[src/rtl/mem_bus_bridge_pkg.sv]
// mem_bus_bridge_pkg: shared widths, constants and FSM encoding for the memory bus bridge
package mem_bus_bridge_pkg;
  localparam int REG_BUS = 64;
  localparam logic [REG_BUS-1:0] ZERO_WORD = '0;
  localparam int DEFAULT_TIMEOUT = 255;
  typedef enum logic [1:0] {IDLE = 2'd0, REQ = 2'd1, RSP = 2'd2, DONE = 2'd3} state_t;
endpackage

[src/rtl/mem_bus_bridge_if.sv]
// mem_bus_bridge_if: valid/ready request/response bus between the bridge and the memory slave
interface mem_bus_bridge_if
  import mem_bus_bridge_pkg::*;
#(
  parameter int ADDR_W = REG_BUS,
  parameter int DATA_W = REG_BUS
);
  logic req_valid;
  logic req_ready;
  logic [ADDR_W-1:0] req_addr;
  logic req_wen;
  logic [DATA_W-1:0] req_wdata;
  logic [DATA_W/8-1:0] req_wstrb;
  logic rsp_valid;
  logic rsp_ready;
  logic [DATA_W-1:0] rsp_rdata;
  logic rsp_err;
  modport master (
    output req_valid, req_addr, req_wen, req_wdata, req_wstrb, rsp_ready,
    input req_ready, rsp_valid, rsp_rdata, rsp_err
  );
  modport slave (
    input req_valid, req_addr, req_wen, req_wdata, req_wstrb, rsp_ready,
    output req_ready, rsp_valid, rsp_rdata, rsp_err
  );
endinterface

[src/rtl/mask_to_strb.sv]
// mask_to_strb: reduces a bit-granular byte-aligned mask to one strobe per byte lane
module mask_to_strb #(
  parameter int DATA_W = 64
) (
  input logic [DATA_W-1:0] mask,
  output logic [DATA_W/8-1:0] strb
);
  for (genvar i = 0; i < DATA_W / 8; i++) begin : g_lane
    assign strb[i] = |mask[8*i+:8];
  end
endmodule

[src/rtl/mem_bus_bridge.sv]
// mem_bus_bridge: turns single-cycle RAM strobes into a bounded valid/ready bus transaction
module mem_bus_bridge
  import mem_bus_bridge_pkg::*;
#(
  parameter int ADDR_W = REG_BUS,
  parameter int DATA_W = REG_BUS,
  parameter int TIMEOUT = DEFAULT_TIMEOUT
) (
  input logic clk,
  input logic rst,
  input logic [ADDR_W-1:0] ram_addr,
  input logic ram_r_ena,
  input logic ram_w_ena,
  input logic [DATA_W-1:0] ram_w_mask,
  input logic [DATA_W-1:0] ram_w_data,
  output logic [DATA_W-1:0] ram_r_data,
  output logic mem_stall,
  output logic mem_bus_err,
  mem_bus_bridge_if.master bus
);
  localparam int CW = TIMEOUT > 0 ? $clog2(TIMEOUT + 1) : 1;
  localparam logic [CW-1:0] T_LAST = CW'(TIMEOUT > 0 ? TIMEOUT - 1 : 0);
  localparam logic [CW-1:0] T_MAX = CW'(TIMEOUT);
  state_t state;
  logic [CW-1:0] cnt;
  logic [CW-1:0] cnt_sat;
  logic [DATA_W/8-1:0] strb;
  logic req;
  logic hit;
  logic unused_low;
  mask_to_strb #(.DATA_W(DATA_W)) u_strb (.mask(ram_w_mask), .strb(strb));
  assign unused_low = ^ram_addr[2:0];
  assign req = ram_r_ena | ram_w_ena;
  assign cnt_sat = cnt == T_MAX ? cnt : cnt + 1'b1;
  assign hit = (TIMEOUT != 0) && (cnt >= T_LAST);
  assign mem_stall = !rst && ((state == IDLE && req) || state == REQ || state == RSP);
  // Transaction FSM: latch the request, handshake, capture the response, bound the wait
  always_ff @(posedge clk or posedge rst)
    if (rst) begin
      state <= IDLE;
      cnt <= '0;
      bus.req_valid <= 1'b0;
      bus.rsp_ready <= 1'b0;
      bus.req_addr <= '0;
      bus.req_wen <= 1'b0;
      bus.req_wdata <= '0;
      bus.req_wstrb <= '0;
      ram_r_data <= '0;
      mem_bus_err <= 1'b0;
    end else begin
      case (state)
        IDLE: if (req) begin
          state <= REQ;
          cnt <= '0;
          bus.req_valid <= 1'b1;
          bus.req_addr <= {ram_addr[ADDR_W-1:3], 3'b000};
          bus.req_wen <= ram_w_ena;
          bus.req_wdata <= ram_w_data;
          bus.req_wstrb <= ram_w_ena ? strb : '0;
        end
        REQ: begin
          cnt <= cnt_sat;
          if (bus.req_valid && bus.req_ready) begin
            state <= RSP;
            bus.req_valid <= 1'b0;
            bus.rsp_ready <= 1'b1;
          end else if (hit) begin
            state <= DONE;
            bus.req_valid <= 1'b0;
            mem_bus_err <= 1'b1;
            if (!bus.req_wen) ram_r_data <= '0;
          end
        end
        RSP: begin
          cnt <= cnt_sat;
          if (bus.rsp_valid) begin
            state <= DONE;
            bus.rsp_ready <= 1'b0;
            mem_bus_err <= bus.rsp_err;
            if (!bus.req_wen) ram_r_data <= bus.rsp_err ? '0 : bus.rsp_rdata;
          end else if (hit) begin
            state <= DONE;
            bus.rsp_ready <= 1'b0;
            mem_bus_err <= 1'b1;
            if (!bus.req_wen) ram_r_data <= '0;
          end
        end
        DONE: begin
          state <= IDLE;
          mem_bus_err <= 1'b0;
        end
      endcase
    end
endmodule

[src/flat_wrapper.sv]
// flat-port wrapper written by rule: the top's interface ports become plain ports
module mem_bus_bridge_flat import mem_bus_bridge_pkg::*;
#(
  parameter int ADDR_W = REG_BUS,
  parameter int DATA_W = REG_BUS,
  parameter int TIMEOUT = DEFAULT_TIMEOUT
)
  (clk, rst, ram_addr, ram_r_ena, ram_w_ena, ram_w_mask, ram_w_data, ram_r_data, mem_stall, mem_bus_err, bus_req_valid, bus_req_addr, bus_req_wen, bus_req_wdata, bus_req_wstrb, bus_rsp_ready, bus_req_ready, bus_rsp_valid, bus_rsp_rdata, bus_rsp_err);
  mem_bus_bridge_if #(.ADDR_W(ADDR_W), .DATA_W(DATA_W)) bus_i ();
  input logic clk;
  input logic rst;
  input logic [ADDR_W-1:0] ram_addr;
  input logic ram_r_ena;
  input logic ram_w_ena;
  input logic [DATA_W-1:0] ram_w_mask;
  input logic [DATA_W-1:0] ram_w_data;
  output logic [DATA_W-1:0] ram_r_data;
  output logic mem_stall;
  output logic mem_bus_err;
  output wire logic [$bits(bus_i.req_valid)-1:0] bus_req_valid;
  output wire logic [$bits(bus_i.req_addr)-1:0] bus_req_addr;
  output wire logic [$bits(bus_i.req_wen)-1:0] bus_req_wen;
  output wire logic [$bits(bus_i.req_wdata)-1:0] bus_req_wdata;
  output wire logic [$bits(bus_i.req_wstrb)-1:0] bus_req_wstrb;
  output wire logic [$bits(bus_i.rsp_ready)-1:0] bus_rsp_ready;
  input wire logic [$bits(bus_i.req_ready)-1:0] bus_req_ready;
  input wire logic [$bits(bus_i.rsp_valid)-1:0] bus_rsp_valid;
  input wire logic [$bits(bus_i.rsp_rdata)-1:0] bus_rsp_rdata;
  input wire logic [$bits(bus_i.rsp_err)-1:0] bus_rsp_err;
  assign bus_req_valid = bus_i.req_valid;
  assign bus_req_addr = bus_i.req_addr;
  assign bus_req_wen = bus_i.req_wen;
  assign bus_req_wdata = bus_i.req_wdata;
  assign bus_req_wstrb = bus_i.req_wstrb;
  assign bus_rsp_ready = bus_i.rsp_ready;
  assign bus_i.req_ready = bus_req_ready;
  assign bus_i.rsp_valid = bus_rsp_valid;
  assign bus_i.rsp_rdata = bus_rsp_rdata;
  assign bus_i.rsp_err = bus_rsp_err;
  mem_bus_bridge #(.ADDR_W(ADDR_W), .DATA_W(DATA_W), .TIMEOUT(TIMEOUT)) u_core (.clk(clk), .rst(rst), .ram_addr(ram_addr), .ram_r_ena(ram_r_ena), .ram_w_ena(ram_w_ena), .ram_w_mask(ram_w_mask), .ram_w_data(ram_w_data), .ram_r_data(ram_r_data), .mem_stall(mem_stall), .mem_bus_err(mem_bus_err), .bus(bus_i));
endmodule
[config.mk]
export PLATFORM = sky130hd
export DESIGN_NAME = mem_bus_bridge_flat
export DESIGN_NICKNAME = d
export VERILOG_FILES = /design/src/rtl/mem_bus_bridge_pkg.sv /design/src/rtl/mem_bus_bridge_if.sv /design/src/rtl/mask_to_strb.sv /design/src/rtl/mem_bus_bridge.sv /design/src/flat_wrapper.sv
export SDC_FILE = /design/constraint.sdc
export NUM_CORES = 1
export LEC_CHECK = 0
export CORE_AREA = 2 2 183 185
export DETAILED_ROUTE_END_ITERATION = 6
export DIE_AREA = 0 0 185 187
export MAX_ROUTING_LAYER = met4
export PLACE_DENSITY_LB_ADDON = 0.12
export SLEW_MARGIN = 15
export SYNTH_ARGS = -nofsm -noshare
export SYNTH_HDL_FRONTEND = slang
export SYNTH_SLANG_ARGS = --single-unit
[constraint.sdc]
create_clock -name clk -period 6.1 [get_ports clk]
set_clock_uncertainty 0.2 [all_clocks]
set_input_delay 0.61 -clock clk [delete_from_list [all_inputs] [get_ports clk]]
set_output_delay 0.61 -clock clk [all_outputs]
set_load 0.005 [all_outputs]
==> run_results.csv <==
group,metric,value,unit
worst_hold_path,hp-class,"flop to flop",
placed_design,pre_cts_ws,2350,ps
sta,fmax,271,MHz
drt,ant_nets,0,
drt,drc,0,
clock_network,tritoncts,"done",
layout,drive_above_1_share,17.1,%
clock_network,clock-root-buffer,"clkbuf_16",
setup_path,critPathKind,"input port to output port",
setup_path,crit_path_end_kind,"output port",
setup_path,r2r_slack,3220,ps
layout,antenna_cells,0,
grt,first_global_vias,6724,
setup_path,cpPeakStageDelay,700,ps
clock_network,cts_setup_buffers,0,
placed_design,io_buffer_count,461,
sta,final_hold_viol_count,0,
sta,setup_viol,0,
placed_design,dp_hpwl,19.3,mm
clock_network,clkTransAtPathRegs,50,ps
clock_network,cts.path.max_buffers,3,
floorplanning,start_util,25.4,%
synthesis,async_reset_ff_share,100,%
placed_design,gp_congestion,0.738,
synthesis,synth_area_per_cell,14.8,sq um
placed_design,placed_area,13300,sq um
clock_network,cts_hold_repair.buffers,0,
power,power,3100,uW
sta,fin_hold_ws,276,ps
grt,gr-total-overflow,0,
setup_path,cp_slowest_cell,"clkdlybuf4s50_1",
floorplanning,io_pins,468,
synthesis,ys_warn_count,0,
synthesis,synthesis.area,8360,sq um
status,status,"complete, no violations",
setup_path,cp.arrival,2880,ps
power,p_leak,0.00633,uW
sta,tightest_slew,1100,ps
floorplanning,die_h,187,microns
power,p_per_area,219,nW/um^2
power,ir_worst_vdd,176,uV
sta,finalMaxSlewViolations,0,
floorplanning,die_w,185,microns
setup_path,path_max_fanout,144,
sta,min_period,3690,ps
synthesis,ys_seq_area_share,63.2,%
clock_network,cts_resized,0,
drt,num_vias,6438,
setup_path,cp-start-kind,"input port",
drt,dr.pass1.iters,4,
setup_path,critPathMostFrequentCell,"clkdlybuf4s50_1",
grt,grt_max_degree,145,
setup_path,worstPathCellList,"clkdlybuf4s50_1 > o21ai_4 > buf_12 > a21oi_1 > clkdlybuf4s50_1",
sta,period_share,60.5,%
sta,setup_tns,0,ps
synthesis,synth_flop_cell,"dfrtp_1",
synthesis,ys_seq_elements,211,
grt,grt_usage,15.5,%
drt,avgViaCountPerCell,4.33,
clock_network,numCtsBuffers,27,
clock_network,cts_max_level,1,
layout,syn_to_final_growth,69.5,%
drt,drt-total-wl,26.8,mm
drt,drt-initial-drc-count,195,
drt,wl_per_cell,18.1,microns
grt,antenna_found_initial,0,
synthesis,synthCells,563,
setup_path,critPathRequiredTime,5290,ps
floorplanning,core-area,32900,sq um
job,cap_violations,0,
clock_network,cts.sinks,211,
sta,max_slew_margin,27.0,%
sta,grt_setup_unrepaired,"no",
synthesis,ys_types,40,
floorplanning,placementRows,67,
sta,fin_ws,2410,ps
synthesis,synth_edf_count,0,
grt,grt_pass1_wl,40.3,mm
clock_network,clk_latency,520,ps
layout,fin_nets,1294,
floorplanning,die_area,34600,sq um
layout,fin_area,14200,sq um
[metrics by stage]
step / cells / utilization, %
2_1_floorplan: 565 / -
3_5_place_dp: 1443 / 40.6
5_1_grt: 1486 / 43.1
4_1_cts: 1486 / 43.1
6_report: 1486 / 43.1
3_3_place_gp: 1443 / 40.6
[where the power goes]
part | internal (uW) | switching, uW
clock | 915 | 578
combinational | 150 | 53.9
sequential | 1400 | 0
total | 2470 | 632
[registers in the layout, indices dropped and copies added (netlist names)]
name and flops:
u_core.bus.req_addr 61, u_core.bus.req_valid 1, u_core.bus.req_wdata 64, u_core.bus.req_wen 1, u_core.bus.req_wstrb 8, u_core.bus.rsp_ready 1
u_core.cnt 8, u_core.mem_bus_err 1, u_core.ram_r_data 64, u_core.state 2
[routing by layer]
| layer | vias up | routed length, microns | global-route usage, % | share of wire (%) |
|---|---|---|---|---|
| li1 | 2985 | - | - | - |
| met3 | 30 | 1680 | 3.10 | 6.2 |
| met4 | 0 | 446 | 3.42 | 1.7 |
| met5 | - | 0 | - | 0 |
| met2 | 222 | 14300 | 28.0 | 53 |
| met1 | 3201 | 10400 | 17.7 | 39 |
[layout make-up]
type	instances	area, sq um
clock buffer	40	785
clock inverter	3	40.0
fill	3144	18700
inverter	7	30.0
multi-input combinational	312	2790
sequential	211	5280
tap	448	561
timing repair buffer	465	4680
[cell usage after synthesis (2+ instances only)]
master    instances  area [sq um]
a22o_1           61           534
nand3_1           4          20.0
a21oi_1           9          45.0
buf_2            11          55.1
or4_1            16           120
o211ai_1          3          22.5
and3_1            2          12.5
a22o_2            4          40.0
nand2_1          18          67.6
mux2_2          125          1410
or3_1             5          31.3
o21ai_0          27           135
nor2_1            7          26.3
o21ai_2           2          17.5
buf_6            10           113
inv_1             7          26.3
nor3_1            2          10.0
ha_1              7          87.6
buf_4             7          52.6
dfrtp_1         211          5280
buf_8             5          75.1
nand2b_1          2          12.5
[cells by family (layout without fill, tap and decap cells)]
group           count (synthesis)  count (layout)  share of synthesized area (%)
flops                         211             211                           63.2
mux                           125             125                           16.8
compound gates                112             112                           10.3
simple gates                   65              65                           4.70
buf+inv                        42             515                           3.95
fa+ha+maj                       7               7                           1.05
other cells                     1               3                         0.0449
[worst paths after layout]
| path | start | depth (start not counted) | to |
|---|---|---|---|
| min in group asynchronous | rst | 2 | u_core.bus.req_addr[15] |
| worst min-delay path | u_core.bus.req_wstrb[3] | 2 | u_core.bus.req_wstrb[3] |
| worst max-delay path | ram_w_ena | 5 | mem_stall |
| worst min register to register | u_core.bus.req_wstrb[3] | 2 | u_core.bus.req_wstrb[3] |
| worst max register to register | u_core.state[1] | 5 | u_core.ram_r_data[49] |
| max in group asynchronous | rst | 3 | u_core.ram_r_data[36] |
[critical path: cells and delay by family]
family	cells	cell delay, ps
AOI/OAI and AO/OA	2	440
buffers and inverters	3	1750
[placed cells by master (no fill, tap or decap), types with 2 or more instances in the layout]
cell | netlist | layout
or4_1 | 16 | 16
clkdlybuf4s50_1 | 0 | 461
nor3_1 | 2 | 2
a22o_2 | 4 | 4
nor2_1 | 7 | 7
dfrtp_1 | 211 | 211
a21oi_1 | 9 | 9
nand2b_1 | 2 | 2
or3_1 | 5 | 5
nand3_1 | 4 | 4
clkbuf_1 | 1 | 7
and3_1 | 2 | 2
o21ai_0 | 27 | 27
clkbuf_8 | 0 | 6
ha_1 | 7 | 7
o211ai_1 | 3 | 3
conb_1 | 1 | 3
inv_1 | 7 | 6
clkinv_2 | 0 | 2
nand2_1 | 18 | 18
a22o_1 | 61 | 61
mux2_2 | 125 | 125
buf_12 | 0 | 3
clkbuf_16 | 0 | 27
No activity file was read; power rests on OpenSTA's default activity.
